`config.mk`:
```
export PLATFORM = sky130hd
export DESIGN_NAME = if_fetch_unit
export DESIGN_NICKNAME = d
export VERILOG_FILES = /design/src/rtl/if_fetch_unit.sv
export SDC_FILE = /design/constraint.sdc
export NUM_CORES = 1
export LEC_CHECK = 0
export ABC_CLOCK_PERIOD_IN_PS = 2400
export BUFFER_PORTS_ARGS = -buffer_cell sky130_fd_sc_hd__buf_4
export CAP_MARGIN = 15
export CORE_ASPECT_RATIO = 0.5
export CORE_MARGIN = 10
export CORE_UTILIZATION = 48
export CTS_CLUSTER_DIAMETER = 60
export DETAILED_ROUTE_END_ITERATION = 10
export PLACE_DENSITY = 0.78
export SYNTH_ARGS = -nofsm -noshare
export SYNTH_HDL_FRONTEND = slang
export SYNTH_SLANG_ARGS = --single-unit
```
`constraint.sdc`:
```
create_clock -name clk -period 2.4 [get_ports clk]
set_input_delay 0.12 -clock clk [delete_from_list [all_inputs] [get_ports clk]]
set_output_delay 0.12 -clock clk [all_outputs]
set_load 0.005 [all_outputs]
```
`src/rtl/if_fetch_unit.sv`:
```
// Instruction fetch unit: one outstanding memory request, delay-slot aware
// branch redirect, exception flush with cancel of in-flight reads.
module if_fetch_unit #(
    parameter logic [31:0] RESET_PC = 32'hBFC00000,
    parameter logic [31:0] EXC_PC   = 32'hBFC00380
) (
    input  logic        clk,
    input  logic        reset,
    input  logic        stallD,
    input  logic        branchD,
    input  logic        br_takeD,
    input  logic [31:0] br_targetD,
    input  logic        exc_flush,
    input  logic [31:0] exc_target,
    output logic        inst_req,
    output logic [31:0] inst_addr,
    input  logic        inst_addr_ok,
    input  logic        inst_data_ok,
    input  logic [31:0] inst_rdata,
    output logic [31:0] instrF,
    output logic [31:0] pcplus4F,
    output logic        adelF,
    output logic        in_delayF,
    output logic [31:0] bad_addrF,
    output logic        validF,
    output logic        stallF
);

    typedef enum logic [1:0] {
        S_REQ,
        S_WAIT,
        S_HOLD,
        S_CANCEL
    } state_t;

    state_t      r_state, w_state_nx;
    logic [31:0] r_pc, w_pc_nx;
    logic        r_pend_br, w_pend_br_nx;
    logic [31:0] r_pend_tgt, w_pend_tgt_nx;
    logic [31:0] r_instr, w_instr_nx;
    logic        r_adel, w_adel_nx;
    logic        r_in_delay, w_in_delay_nx;
    logic [31:0] r_bad_addr, w_bad_addr_nx;

    logic        w_misal;
    logic        w_br;
    logic [31:0] w_pc_plus4;

    assign w_misal    = (r_pc[1:0] != 2'b00);
    assign w_br       = br_takeD & ~exc_flush;
    assign w_pc_plus4 = r_pc + 32'd4;

    assign inst_req  = (r_state == S_REQ) & ~w_misal;
    assign inst_addr = r_pc;
    assign instrF    = r_instr;
    assign pcplus4F  = w_pc_plus4;
    assign adelF     = r_adel;
    assign in_delayF = r_in_delay;
    assign bad_addrF = r_bad_addr;
    assign validF    = (r_state == S_HOLD);
    assign stallF    = ~validF;

    always_comb begin
        w_state_nx    = r_state;
        w_pc_nx       = r_pc;
        w_pend_br_nx  = r_pend_br;
        w_pend_tgt_nx = r_pend_tgt;
        w_instr_nx    = r_instr;
        w_adel_nx     = r_adel;
        w_in_delay_nx = r_in_delay;
        w_bad_addr_nx = r_bad_addr;

        if (w_br) begin
            w_pend_br_nx  = 1'b1;
            w_pend_tgt_nx = br_targetD;
        end

        unique case (r_state)
            S_REQ: begin
                if (exc_flush) begin
                    // an accepted request still owes us a data beat
                    if (inst_req && inst_addr_ok)
                        w_state_nx = S_CANCEL;
                    else
                        w_state_nx = S_REQ;
                end else if (w_misal) begin
                    w_state_nx    = S_HOLD;
                    w_instr_nx    = 32'd0;
                    w_adel_nx     = 1'b1;
                    w_bad_addr_nx = r_pc;
                    w_in_delay_nx = branchD;
                end else if (inst_addr_ok) begin
                    w_state_nx = S_WAIT;
                end
            end
            S_WAIT: begin
                if (exc_flush) begin
                    w_state_nx = inst_data_ok ? S_REQ : S_CANCEL;
                end else if (inst_data_ok) begin
                    w_state_nx    = S_HOLD;
                    w_instr_nx    = inst_rdata;
                    w_adel_nx     = 1'b0;
                    w_bad_addr_nx = 32'd0;
                    w_in_delay_nx = branchD;
                end
            end
            S_HOLD: begin
                if (exc_flush) begin
                    w_state_nx = S_REQ;
                end else if (!stallD) begin
                    // a branch resolving now targets the slot being handed over
                    w_state_nx   = S_REQ;
                    w_pend_br_nx = 1'b0;
                    if (w_br)
                        w_pc_nx = br_targetD;
                    else if (r_pend_br)
                        w_pc_nx = r_pend_tgt;
                    else
                        w_pc_nx = w_pc_plus4;
                end
            end
            S_CANCEL: begin
                if (inst_data_ok)
                    w_state_nx = S_REQ;
            end
        endcase

        if (exc_flush) begin
            w_pc_nx      = exc_target;
            w_pend_br_nx = 1'b0;
        end
    end

    always_ff @(posedge clk) begin
        if (reset) begin
            r_state    <= S_REQ;
            r_pc       <= RESET_PC;
            r_pend_br  <= 1'b0;
            r_pend_tgt <= 32'd0;
            r_instr    <= 32'd0;
            r_adel     <= 1'b0;
            r_in_delay <= 1'b0;
            r_bad_addr <= 32'd0;
        end else begin
            r_state    <= w_state_nx;
            r_pc       <= w_pc_nx;
            r_pend_br  <= w_pend_br_nx;
            r_pend_tgt <= w_pend_tgt_nx;
            r_instr    <= w_instr_nx;
            r_adel     <= w_adel_nx;
            r_in_delay <= w_in_delay_nx;
            r_bad_addr <= w_bad_addr_nx;
        end
    end

endmodule

```
### After elaboration in Yosys (flattened, before gate mapping)

Cells that the tools add are included.

| word-level totals | value |
|---|---|
| bits in registers | 133 |
| input port bits | 104 |
| output and inout bits | 133 |
| word-level logic and storage cells | 74 |

| operators by class | value |
|---|---|
| $add $sub $neg | 1 |
| equal/unequal tests | 12 |
| muxes and demuxes | 39 |
| bitwise gates (word level) | 5 |
| reduce and logical (&&, ||, !) cells | 9 |

Operators with widths:

| cell | count |
|---|---|
| $mux 32 | 13 |
| $pmux 32 s2 | 2 |
| $add 32x3->32 const B | 1 |
| $mux 2 | 10 |
| $mux 1 | 11 |
| $ne 2x2->1 const B | 5 |
| $pmux 2 s4 | 1 |
| $ne 3x3->1 const B | 2 |
| $reduce_bool 2->1 | 3 |
| $reduce_and 5->1 | 1 |
| $eq 2x2->1 const B | 2 |
| $ne 4x4->1 const B | 1 |
| $pmux 1 s2 | 2 |
| $reduce_and 4->1 | 1 |
| $not 1->1 | 3 |
| $and 1x1->1 | 2 |
| $eq 2x1->1 const B | 1 |
| $logic_not 2->1 | 1 |
| $ne 2x1->1 const B | 1 |
| $reduce_and 2->1 | 1 |
| $reduce_or 2->1 | 1 |
| $logic_and 1x1->1 | 1 |

### Logic depth before layout (Yosys ltp)

Gate-level depths: netlist of the first run.

| depth | value |
|---|---|
| word-level depth | 7 |
| gate-level depth with buffers | 8 |
| mapped depth without buffers | 6 |

### Worst setup path after synthesis of the first run

No wires, ideal clock.

| path | value |
|---|---|
| kind | reg2reg |
| start point | register r_pc[2] (netlist: inst_addr[2]) |
| end point | register r_pc[22] (netlist: inst_addr[22]) |
| library setup time | 0.070 ns |
| data arrival time | 2.090 ns |
| required time | 2.330 ns |
| path slack | 0.240 ns |
| cell stages (with the launch flop) | 7 |
| path buffers | 0 |
| clock period less this slack | 2.160 ns |
| cell sequence | dfxtp_1 ha_1 nand4_1 or3_4 or4_4 a41o_1 a21oi_1 |

| on the way | value |
|---|---|
| word-level cells in the longest chain between the ends | 6 |

Ends and longest elaborated chain:

| element | RTL line | RTL |
|---|---|---|
| start, declared | 37 | `logic [31:0] r_pc, w_pc_nx;` |
| start signal, assigned | 146 | `r_pc <= w_pc_nx;` |
| $add 32x3->32 | 51 | `assign w_pc_plus4 = r_pc + 32'd4;` |
| $mux 32 | 116 | `else if (r_pend_br)` |
| $mux 32 | 114 | `if (w_br)` |
| $mux 32 | 110 | `end else if (!stallD) begin` |
| $mux 32 | 78 | `unique case (r_state)` |
| $mux 32 | 128 | `if (exc_flush) begin` |

No other way between the ends. The select of a mux whose other input is x is not followed.
A chain may end at the register's enable or synchronous reset.

### Final worst setup path of the first run

| path | value |
|---|---|
| start point | register r_pc[3] (netlist: inst_addr[3]) |
| end point | output port pcplus4F[22] |

| on the way | value |
|---|---|
| word-level cells in the longest chain between the ends | 1 |

Ends and longest elaborated chain:

| element | RTL line | RTL |
|---|---|---|
| $add 32x3->32 | 51 |  |
| end, declared | 21 | `output logic [31:0] pcplus4F,` |

No other way between the ends.

==> results.sh, run 1 <==
export IMPL_syn2layout_area_growth_pct=50.7
export IMPL_hold_violations=0
export IMPL_antenna_found_initial=0
export IMPL_clock_fmax_mhz=408
export IMPL_power_density_mw_per_mm2=629
export IMPL_die_area_mm2=0.0191
export IMPL_ys_flop_type="dfxtp_1"
export IMPL_cts_made_buffers=17
export IMPL_grtUsageTotal=0.274
export IMPL_place_hpwl_um=19100
export IMPL_die_w_um=186
export IMPL_worstMarginPinSlew_ns=0.747
export IMPL_holdWs_ns=0.00262
export IMPL_maxCapViolations=0
export IMPL_first_iter_violations=934
export IMPL_worstSetupStartpoint="inst_addr[3]"
export IMPL_dieHeight_um=103
export IMPL_p_leak_nw=4.13
export IMPL_ys_types=64
export IMPL_n_antenna_cell=0
export IMPL_design_core_area_mm2=0.0135
export IMPL_rrSetupSlack_ns=0.25
export IMPL_row_count=30
export IMPL_setup_worst_path_class="flip-flop to output port"
export IMPL_synth_seq_area_share=0.404
export IMPL_crit_end="pcplus4F[22]"
export IMPL_synthesis_nets=977
export IMPL_drtAntennaViolNets=0
export IMPL_synth_edf_count=0
export IMPL_avgRoutedWirePerCell_um=20.2
export IMPL_syn_area_mm2=0.00660
export IMPL_rr_worst_depth=7
export IMPL_place_area_mm2=0.00864
export IMPL_hp_class="input port to flip-flop"
export IMPL_grt_pass1_vias=7409
export IMPL_arrival_ns=2.33
export IMPL_htreeDepth=4
export IMPL_routed_wl_um=27200
export IMPL_maxSlewHeadroom=0.489
export IMPL_finalWorstSetupSlack_ns=-0.0482
export IMPL_vdd_ir_drop_worst_v=0.000362
export IMPL_nets=1264
export IMPL_syn_area_per_cell_um2=7.57
export IMPL_p_total_mw=6.25
export IMPL_portBuffers=236
export IMPL_r2r_end="inst_addr[18]"
export IMPL_start_kind="flip-flop"
export IMPL_grt_pass1_wl_um=41400
export IMPL_rsz0062_at_grt="true"
export IMPL_clk_pin_slew_ns=0.06
export IMPL_cts_root_buf="clkbuf_16"
export IMPL_clock_sinks=133
export IMPL_firstDrtPassIters=6
export IMPL_yosys_warnings=0
export IMPL_design_area_mm2=0.00994
export IMPL_grt_max_degree=126
export IMPL_worstReg2RegStart="inst_addr[3]"
export IMPL_hold_start="inst_rdata[4]"
export IMPL_hold_depth=3
export IMPL_critPathRequiredTime_ns=2.28
export IMPL_syn_inst=872
export IMPL_overflow=0
export IMPL_status="finished, violations left"
export IMPL_skew_ns=0.0140
export IMPL_end_kind="output port"
export IMPL_finalSetupViolations=1
export IMPL_report_final_slew_viol_count=0
export IMPL_cts_tree="done"
export IMPL_fin_crit_sh=1.02
export IMPL_violations="setup timing"
export IMPL_postSynth_asyncResetShare=0
export IMPL_drt_vias_per_instance=5.82
export IMPL_globalplace_congestion=0.982
export IMPL_layout_drive_gt1_share=0.303
export IMPL_cp_max_fo=4
export IMPL_vias=7852
export IMPL_yosys_register_bits=133
export IMPL_start_util=0.488
export IMPL_finalSetupTns_ns=-0.0482
export IMPL_min_period_ns=2.45
export IMPL_clk_latency_ns=0.42
export IMPL_cts_max_path_buffers=2
export IMPL_drc=0
export IMPL_num_io_pins=237
-- where the power goes --
group / internal, mW / total [mW] / leakage [nW] / switching, mW
Combinational: 0.613 / 1.31 / 2.77 / 0.696
Sequential: 2.33 / 2.44 / 1.09 / 0.115
Clock: 1.37 / 2.50 / 0.269 / 1.13
Total: 4.31 / 6.25 / 4.13 / 1.94
-- critical path, cell delays in order (launching register included) --
cell and delay, ns:
dfxtp_2 0.35, ha_4 0.16, nand4_1 0.13, or3_4 0.43, or4_4 0.56, xnor2_2 0.15
buf_4 0.14
-- layer usage --
layer,GRT usage,part of all wire,vias up
li1,-,-,3670
met1,0.354,0.41,3704
met2,0.438,0.47,437
met3,0.0879,0.11,41
met4,0.0609,0.014,0
met5,0,0,-
-- flip-flops by register name, summed over array words and instances (netlist names) --
signal	cells
inst_addr	32
bad_addrF	32
r_pend_tgt	32
instrF	32
in_delayF	1
r_pend_br	1
adelF	1
r_state	2
-- cell type report --
| class | count | area [µm²] |
|---|---|---|
| multi-input combinational | 640 | 3610 |
| fill | 1036 | 3570 |
| inverter | 18 | 67.6 |
| clock buffer | 17 | 425 |
| sequential | 133 | 2670 |
| timing repair buffer | 349 | 2800 |
| clock inverter | 15 | 141 |
| tap | 176 | 220 |
-- cells in the final DEF (no fill, tap or decap), types with 3 or more instances in the layout --
cell / synthesis / routed
a211oi_1: 8 / 8
a21oi_1: 134 / 134
a221o_1: 4 / 4
a221oi_1: 12 / 12
a22oi_1: 3 / 3
a31oi_1: 11 / 11
and3_1: 4 / 4
and3b_1: 3 / 3
and4_1: 3 / 3
buf_4: 4 / 285
clkbuf_16: 0 / 17
clkinvlp_4: 0 / 3
dfxtp_1: 133 / 125
dfxtp_2: 0 / 8
dlygate4sd3_1: 0 / 62
inv_1: 18 / 18
inv_6: 0 / 6
mux2i_1: 3 / 3
nand2_1: 183 / 181
nand2b_1: 10 / 10
nand3_1: 79 / 77
nand3b_1: 8 / 8
nand4_1: 11 / 11
nor2_1: 23 / 23
nor3_1: 13 / 12
nor4_1: 6 / 4
o211a_1: 3 / 3
o211ai_1: 8 / 8
o21ai_0: 24 / 24
o22ai_1: 3 / 3
o311ai_0: 5 / 5
o32ai_1: 4 / 4
or4_1: 4 / 3
xnor2_1: 24 / 21
xnor2_2: 0 / 3
xor2_1: 4 / 4
-- cells in the mapped netlist (5+ instances only) --
library cell,instances,area share
nor2_1,23,0.013
buf_2,8,0.0061
o211ai_1,8,0.0091
nand3_1,79,0.060
dfxtp_1,133,0.40
inv_1,18,0.010
nand4_1,11,0.010
a211oi_1,8,0.0091
o21ai_0,24,0.018
nand3b_1,8,0.0091
a221oi_1,12,0.016
nand2b_1,10,0.0095
nor4_1,6,0.0057
nor3_1,13,0.0099
a21oi_1,134,0.10
clkbuf_1,60,0.034
a31oi_1,11,0.010
xnor2_1,24,0.032
buf_1,6,0.0034
nand2_1,183,0.10
o311ai_0,5,0.0066
-- cell families after synthesis --
logic type                 after synthesis  synth area share
and+or+nand+nor                        368             0.270
AOI/OAI and AO/OA                      240             0.222
DFF                                    133             0.404
buffers and inverters                   99            0.0607
xor gates and xnor gates                28            0.0372
muxes                                    3           0.00455
adders and majority gates                1           0.00190
-- repair_timing --
item,4_1_cts,5_1_grt
pin swaps,5,2
setup endpoints to repair,12,11
hold buffers,62,0
setup buffers,3,2
resized for setup,10,10
hold endpoints to repair,62,0
-- how the worst min path moves through the flow --
stage | end
after floorplan | r_pend_tgt[11]
after CTS | instrF[4]
after global routing | instrF[4]
after global placement | in_delayF
after detailed placement | r_state[0]
final | instrF[4]
-- metrics by stage --
| stage | worst slack [ns] | instances | utilization |
|---|---|---|---|
| 6_report | -0.0482 | 1348 | 0.736 |
| 5_1_grt | -0.102 | 1348 | 0.736 |
| 3_5_place_dp | 0.229 | 1249 | 0.639 |
| 4_1_cts | -0.0276 | 1346 | 0.731 |
| 2_1_floorplan | 0.240 | 872 | - |
| 3_3_place_gp | 0.295 | 1249 | 0.639 |
Note: power is estimated with default switching activity, not from simulation.
==> run 2, diff against run 1 <==
- ABC_CLOCK_PERIOD_IN_PS: 2400 -> 2500
- SKIP_CTS_REPAIR_TIMING: unset -> 1
- clock period: 2.4 -> 2.5 ns (I/O delays scaled with it)
==> results.sh, run 2 (synthesized netlist as in run 1, its figures left out) <==
export IMPL_hold_end="r_pend_tgt[23]"
export IMPL_rrSetupSlack_ns=0.29
export IMPL_layout_drive_gt1_share=0.299
export IMPL_dieHeight_um=103
export IMPL_place_hpwl_um=18900
export IMPL_cts_max_path_buffers=2
export IMPL_power_density_mw_per_mm2=612
export IMPL_clock_fmax_mhz=399
export IMPL_drc=0
export IMPL_n_antenna_cell=0
export IMPL_violations="hold timing, setup timing"
export IMPL_nets=1253
export IMPL_start_util=0.488
export IMPL_vias=7804
export IMPL_hold_start="br_targetD[23]"
export IMPL_hold_violations=3
export IMPL_finalWorstSetupSlack_ns=-0.00465
export IMPL_preCtsSetupSlack_ns=0.138
export IMPL_syn2layout_area_growth_pct=48.5
export IMPL_status="finished, violations left"
export IMPL_start_kind="flip-flop"
export IMPL_final_common_cell="buf_4"
export IMPL_r2r_end="inst_addr[7]"
export IMPL_cts_root_buf="clkbuf_16"
export IMPL_avgRoutedWirePerCell_um=20.2
export IMPL_htreeDepth=4
export IMPL_grt_pass1_vias=6884
export IMPL_hold_depth=3
export IMPL_num_io_pins=237
export IMPL_end_kind="output port"
export IMPL_cp_max_fo=6
export IMPL_drt_vias_per_instance=5.84
export IMPL_design_core_area_mm2=0.0135
export IMPL_fin_crit_sh=1.00
export IMPL_routed_wl_um=27000
export IMPL_p_leak_nw=4.04
export IMPL_holdWs_ns=-0.00903
export IMPL_overflow=0
export IMPL_finalSetupViolations=1
export IMPL_firstDrtPassIters=6
export IMPL_rsz0062_at_grt="true"
export IMPL_arrival_ns=2.38
export IMPL_die_area_mm2=0.0191
export IMPL_maxCapViolations=0
export IMPL_row_count=30
export IMPL_cts_tree="done"
export IMPL_skew_ns=0.0161
export IMPL_antenna_found_initial=0
export IMPL_min_period_ns=2.50
export IMPL_portBuffers=236
export IMPL_maxSlewHeadroom=0.438
export IMPL_report_final_slew_viol_count=0
export IMPL_rr_worst_depth=5
export IMPL_critPathRequiredTime_ns=2.38
export IMPL_grt_pass1_wl_um=38800
export IMPL_die_w_um=186
export IMPL_vdd_ir_drop_worst_v=0.000388
export IMPL_worstMarginPinSlew_ns=0.839
export IMPL_first_iter_violations=920
export IMPL_grtUsageTotal=0.258
export IMPL_worstReg2RegStart="r_state[0]"
export IMPL_hp_class="input port to flip-flop"
export IMPL_setup_worst_path_class="flip-flop to output port"
export IMPL_grt_max_degree=71
export IMPL_final_cell_mix="buf_4, nand2_1, a21oi_1, dfxtp_1, nand3_1"
export IMPL_cts_made_buffers=17
export IMPL_fin_util=0.725
export IMPL_clk_pin_slew_ns=0.06
export IMPL_drtAntennaViolNets=0
export IMPL_clk_latency_ns=0.43
export IMPL_globalplace_congestion=0.947
export IMPL_clock_sinks=133
## run 2: cell count changes in the layout (fill, tap and decap cells not counted), moves of 3 or more
cell           delta
dfxtp_1           -3
buf_4             -6
dfxtp_4           +3
dlygate4sd3_1     -4
## run 2: layout make-up
class,count,area [µm²]
Timing Repair Buffer,338,2680
Tap cell,176,220
Clock buffer,17,425
Inverter,18,67.6
Clock inverter,15,139
Sequential cell,133,2680
Multi-Input combinational cell,640,3580
Fill cell,1047,3710
## run 2: report_power, final
part | leakage [nW] | internal, mW | switching [mW]
Combinational | 2.68 | 0.565 | 0.636
Sequential | 1.09 | 2.23 | 0.136
Clock | 0.270 | 1.31 | 1.11
Total | 4.04 | 4.11 | 1.89
## run 2: critical path: stages (launching register included)
cell and delay [ns]:
dfxtp_4 0.39, ha_4 0.15, nand4_1 0.16, or3_4 0.42, or4_4 0.54, xnor2_1 0.14
buf_4 0.15
## run 2: how the worst max path moves through the flow
stage | start | to | slack [ns]
global placement | inst_addr[3] | inst_addr[26] | 0.20
finish | inst_addr[3] | pcplus4F[22] | -0.005
global route | inst_addr[3] | pcplus4F[22] | -0.07
floorplan | inst_addr[2] | inst_addr[22] | 0.34
CTS | inst_addr[3] | pcplus4F[22] | -0.28
detailed placement | inst_addr[3] | inst_addr[26] | 0.14
## run 2: per-layer routing
metal | GRT usage | vias to the layer above | share of wire
met5 | 0 | - | 0
met4 | 0.0788 | 0 | 0.021
met3 | 0.0696 | 57 | 0.11
met2 | 0.397 | 486 | 0.46
met1 | 0.346 | 3611 | 0.41
li1 | - | 3650 | -
## run 2: per-stage QoR
stage	TNS, ns	std cells	hold slack, ns	instance area, µm²	total power [mW]
5_1_grt	-0.172	1337	0.0000631	9800	6.23
4_1_cts	-1.11	1271	-0.0453	9100	5.89
2_1_floorplan	0	872	0.261	6600	2.92
3_3_place_gp	0	1238	0.371	8530	3.48
6_report	-0.00465	1337	-0.00903	9800	6.00
3_5_place_dp	0	1239	0.390	8540	3.50
